## config.mk

```make
export PLATFORM = sky130hd
export DESIGN_NAME = song_reader
export DESIGN_NICKNAME = d
export VERILOG_FILES = /design/src/rtl/song_reader.sv
export SDC_FILE = /design/constraint.sdc
export NUM_CORES = 1
export LEC_CHECK = 0
export BUFFER_PORTS_ARGS = -buffer_cell sky130_fd_sc_hd__buf_4
export CAP_MARGIN = 20
export CORE_MARGIN = 2
export CORE_UTILIZATION = 40
export DETAILED_ROUTE_END_ITERATION = 6
export PLACE_DENSITY = 0.68
export REMOVE_ABC_BUFFERS = 1
export SLEW_MARGIN = 5
export SYNTH_ARGS = -nofsm -noshare
export SYNTH_HDL_FRONTEND = slang
export SYNTH_SLANG_ARGS = --single-unit
```

## constraint.sdc

```tcl
create_clock -name clk -period 1.7 [get_ports clk]
set_input_delay 0.085 -clock clk [delete_from_list [all_inputs] [get_ports clk]]
set_output_delay 0.085 -clock clk [all_outputs]
set_load 0.01 [all_outputs]
```

## src/rtl/song_reader.sv

```systemverilog
// Song ROM sequencer: fetches {note, duration} entries one at a time and hands each one
// to the note player. It waits for note_done between entries and handles pause/resume through play.
module song_reader #(
   parameter int IDX_W  = 5,
   parameter int SONG_W = 2,
   parameter int NOTE_W = 6,
   parameter int DUR_W  = 6
) (
   input  logic                      clk,
   input  logic                      reset,
   input  logic                      play,
   input  logic [SONG_W-1:0]         song,
   input  logic                      note_done,
   output logic [SONG_W+IDX_W-1:0]   rom_addr,
   input  logic [NOTE_W+DUR_W-1:0]   rom_data,
   output logic [NOTE_W-1:0]         note,
   output logic [DUR_W-1:0]          duration,
   output logic                      new_note,
   output logic                      song_done
);

   typedef enum logic [2:0] {
      IDLE, FETCH, LATCH, WAIT_NOTE, PAUSED, REISSUE
   } state_t;

   state_t              state_q, state_d;
   logic [IDX_W-1:0]    index_q, index_d;
   logic [SONG_W-1:0]   song_q, song_d;
   logic [NOTE_W-1:0]   note_q, note_d;
   logic [DUR_W-1:0]    duration_q, duration_d;
   logic                new_note_q, new_note_d;
   logic                song_done_q, song_done_d;
   logic                armed_q, armed_d;

   always_comb begin
      state_d     = state_q;
      index_d     = index_q;
      song_d      = song_q;
      note_d      = note_q;
      duration_d  = duration_q;
      new_note_d  = 1'b0;
      song_done_d = 1'b0;
      armed_d     = armed_q;
      case (state_q)
         IDLE: begin
            if (play && armed_q) begin
               song_d  = song;
               index_d = '0;
               state_d = FETCH;
            end
            // Play must drop after a finished song before another can start.
            if (!play) armed_d = 1'b1;
         end
         FETCH: state_d = LATCH;
         LATCH: begin
            if (rom_data[DUR_W-1:0] == '0) begin
               song_done_d = 1'b1;
               armed_d     = 1'b0;
               state_d     = IDLE;
            end else begin
               note_d     = rom_data[NOTE_W+DUR_W-1:DUR_W];
               duration_d = rom_data[DUR_W-1:0];
               new_note_d = 1'b1;
               state_d    = WAIT_NOTE;
            end
         end
         WAIT_NOTE: begin
            if (note_done && (&index_q)) begin
               song_done_d = 1'b1;
               armed_d     = 1'b0;
               state_d     = IDLE;
            end else if (note_done) begin
               index_d = index_q + 1'b1;
               state_d = FETCH;
            end else if (!play) begin
               state_d = PAUSED;
            end
         end
         // note_done is ignored here since the player is held in reset while paused.
         PAUSED: if (play) state_d = REISSUE;
         REISSUE: begin
            new_note_d = 1'b1;
            state_d    = WAIT_NOTE;
         end
         default: state_d = IDLE;
      endcase
   end

   always_ff @(posedge clk) begin
      if (reset) begin
         state_q     <= IDLE;
         index_q     <= '0;
         song_q      <= '0;
         note_q      <= '0;
         duration_q  <= '0;
         new_note_q  <= 1'b0;
         song_done_q <= 1'b0;
         armed_q     <= 1'b1;
      end else begin
         state_q     <= state_d;
         index_q     <= index_d;
         song_q      <= song_d;
         note_q      <= note_d;
         duration_q  <= duration_d;
         new_note_q  <= new_note_d;
         song_done_q <= song_done_d;
         armed_q     <= armed_d;
      end
   end

   assign rom_addr  = {song_q, index_q};
   assign note      = note_q;
   assign duration  = duration_q;
   assign new_note  = new_note_q;
   assign song_done = song_done_q;

endmodule

```

==> out/qor.yml <==
power_and_ir_drop:
  comb_power_share_pct: 39.8
  max-vdd-ir-drop_v: 0.0004783
  p_int_mw: 1.137
  pwr-share-clk_pct: 15.2
  pwr-share-seq_pct: 45.0
  finalPower_mw: 1.774
  power_density_nw_per_um2: 1058
  p_leak_nw: 0.6703
  power_switching_mw: 0.6369
  switching_share_pct: 35.90
synthesis:
  yosysTopAreaCellShare_pct: 40.94
  synth_warnings: 0
  synth-main-ff-cell: "dfxtp_1"
  synth_cell_types: 35
  yosys-top-cells-area: "dfxtp_1 41%, nand2b_1 12%, nand3b_1 6.8%, mux2i_1 6.6%, a21oi_1 4.1%"
  ys_top_cells_by_count: "25 x dfxtp_1, 23 x nand2b_1, 11 x nand3b_1"
  post-synth-top-count-cell: "dfxtp_1"
  ys_seq_area_share_pct: 40.94
  synth.cell_area_um2: 1222
  synth_cells: 134
  synthArstFlopShare_pct: 0
  avgSynthCellArea_um2: 9.123
  synth-seq-cells: 25
  synth_edf_count: 0
  synth_top_area_cell: "dfxtp_1"
timing:
  maxSlewHeadroom_pct: 69.32
  whs_ns: 0.009931
  finalClockSkew_ns: 0.01761
  worst_slew_pin_slew_ns: 0.4567
  setup_ws_ns: 0.07665
  period_minus_slack_ns: 1.623
  rsz0062_at_grt: "false"
  slew_viol_final: 0
  hold_viol_final: 0
  setup_viol: 0
  finalCritPeriodShare_pct: 95.49
  max_freq_mhz: 616.0
placement:
  pre_cts_ws_ns: -0.03129
  portBuffers: 38
  dpl.hpwl_mm: 1.925
  gp_congestion: 0.7562
critical_path:
  crit_end: "armed_q$_SDFFE_PP1P_"
  critPathMaxStageDelay_ns: 0.54
  path_max_fanout: 14
  critical_path.top_delay_family: "buffers and inverters"
  worstRegToRegCells: 7
  cp.depth: 6
  crit_chain: "dlygate4sd3_1, buf_4, or4_4, o31a_1, buf_4, o32a_1"
  crit_type: "in -> reg"
  cpMaxStageDelayCell: "dlygate4sd3_1"
  r2r_slack_ns: 0.08
  r2r_end: "index_q[2]$_SDFFE_PP0P_"
  r2r_start: "index_q[0]$_SDFFE_PP0P_"
  start_kind: "primary input"
  cp.arrival_ns: 1.84
  crit_start: "rom_data[5]"
  cp-end-kind: "flip-flop"
  crit_top_cell: "buf_4"
  required_ns: 1.91
  cp_num_buf_inv: 3
routing:
  route.detailed.drc: 0
  post_drt_wl_per_cell_um: 12.96
  drt_pass1_iterations: 4
  postRouteAntennaNets: 0
  drt_iter0_drc: 38
  avgViaCountPerCell: 5.213
  vias: 1100
  routed_wl_mm: 2.735
floorplanning:
  coreArea_um2: 2978
  die-area_um2: 3514
  io_pins: 39
  row_count: 20
  initial_utilization_pct: 41.05
  die_y_um: 59.28
  fp.dieW_um: 59.28
worst_hold_path:
  hold_class: "in -> reg"
  worstHoldStart: "rom_data[3]"
flow_run:
  drv_cap: 0
cells_and_area:
  synthToLayoutAreaGrowth_pct: 37.15
  drive_above_1_share_pct: 33.71
  fin_nets: 199
  diodes: 0
clock_tree:
  clk_pin_slew_ns: 0.13
  h-tree-depth: 1
  clk_latency_ns: 0.33
  clock-root-buffer: "clkbuf_4"
  cts_buffer_depth: 2
  cts_inserted_buffers: 3
  clock_sinks: 25
  postCtsSetupBuffers: 0
  cts_tree: "done"
grt:
  grt_pass1_wl_mm: 4.436
  grt_pass1_vias: 1061
  grt_overflow: 0
  grt_usage_pct: 16.33
  antenna_found_initial: 0
  grt_max_degree: 39
status:
  outcome: "completed"
==> repair_timing <==
action                     CTS  global route
setup endpoints to repair    2             5
gates cloned                 0             0
hold endpoints to repair     6             0
pin swaps                    2             4
hold buffers                 6             0
gates resized for setup      3             7
==> layout make-up <==
type                    count  area [um2]
fillers                   257        1301
multi-input cells          97       706.9
flip-flops and latches     25       503.0
repair buffers             50       390.4
well taps                  33       41.29
clock buffers               3       22.52
inverters                   2       7.507
clock inverters             1       5.005
==> registers in the layout, indices dropped and copies added (netlist names) <==
| name | flops |
|---|---|
| state_q | 3 |
| index_q | 5 |
| armed_q | 1 |
| song_done | 1 |
| new_note | 1 |
| note | 6 |
| song_q | 2 |
| duration | 6 |
==> power groups by stage <==
stage,clock [mW],combinational [mW],sequential [mW]
floorplan,0,0.362,0.838
global placement,0,0.676,0.804
detailed placement,0,0.694,0.808
CTS,0.286,0.707,0.798
global route,0.303,0.780,0.819
finish,0.271,0.706,0.798
==> worst min-delay path by stage <==
stage | endpoint | slack [ns] | cells after the start
6_report | duration[3]$_SDFFE_PP0P_ | 0.01 | 3
5_1_grt | duration[3]$_SDFFE_PP0P_ | 0.007 | 3
4_1_cts | duration[4]$_SDFFE_PP0P_ | 0.00004 | 3
3_5_place_dp | duration[2]$_SDFFE_PP0P_ | 0.35 | 3
3_3_place_gp | duration[2]$_SDFFE_PP0P_ | 0.33 | 3
2_1_floorplan | index_q[0]$_SDFFE_PP0P_ | 0.15 | 1
==> cells by family after synthesis <==
family	Yosys count	synth area share (%)
adders and majority gates	2	2.047
AOI/OAI and AO/OA	31	16.07
buffers and inverters	12	4.503
muxes	8	6.551
and+or+nand+nor	56	29.89
DFF	25	40.94
==> tightest hold or removal path, stage by stage <==
cell	delay [ns]
buf_4	0.08
nand3b_1	0.06
o21ai_0	0.06
==> metrics by stage <==
step,area [um2],cells,util (%),TNS (ns)
after detailed placement,1554,202,52.18,-0.03826
after floorplan,1175,124,-,-0.1062
after CTS,1653,212,55.50,0
after global placement,1554,202,52.18,0
final,1677,211,56.30,0
after global routing,1677,211,56.30,0
==> placed cells by master (no fill, tap or decap), drive strengths merged, types with 2 or more instances in the layout <==
cell type,instances
dfxtp,25
nor2,4
o31ai,2
or4,2
clkbuf,3
buf,44
nor3,2
o21ai,10
nand2b,23
nand3b,11
inv,2
nand3,2
mux2i,8
a21oi,10
or3,3
nand4,2
dlygate4sd3,6
ha,2
nand2,2
==> layer usage <==
layer	part of all wire (%)	GRT usage [%]
met5	0	0
met1	46	20.87
met4	0.62	6.818
met2	46	26.84
met3	7.4	3.057
No activity file was read; power rests on OpenSTA's default activity.
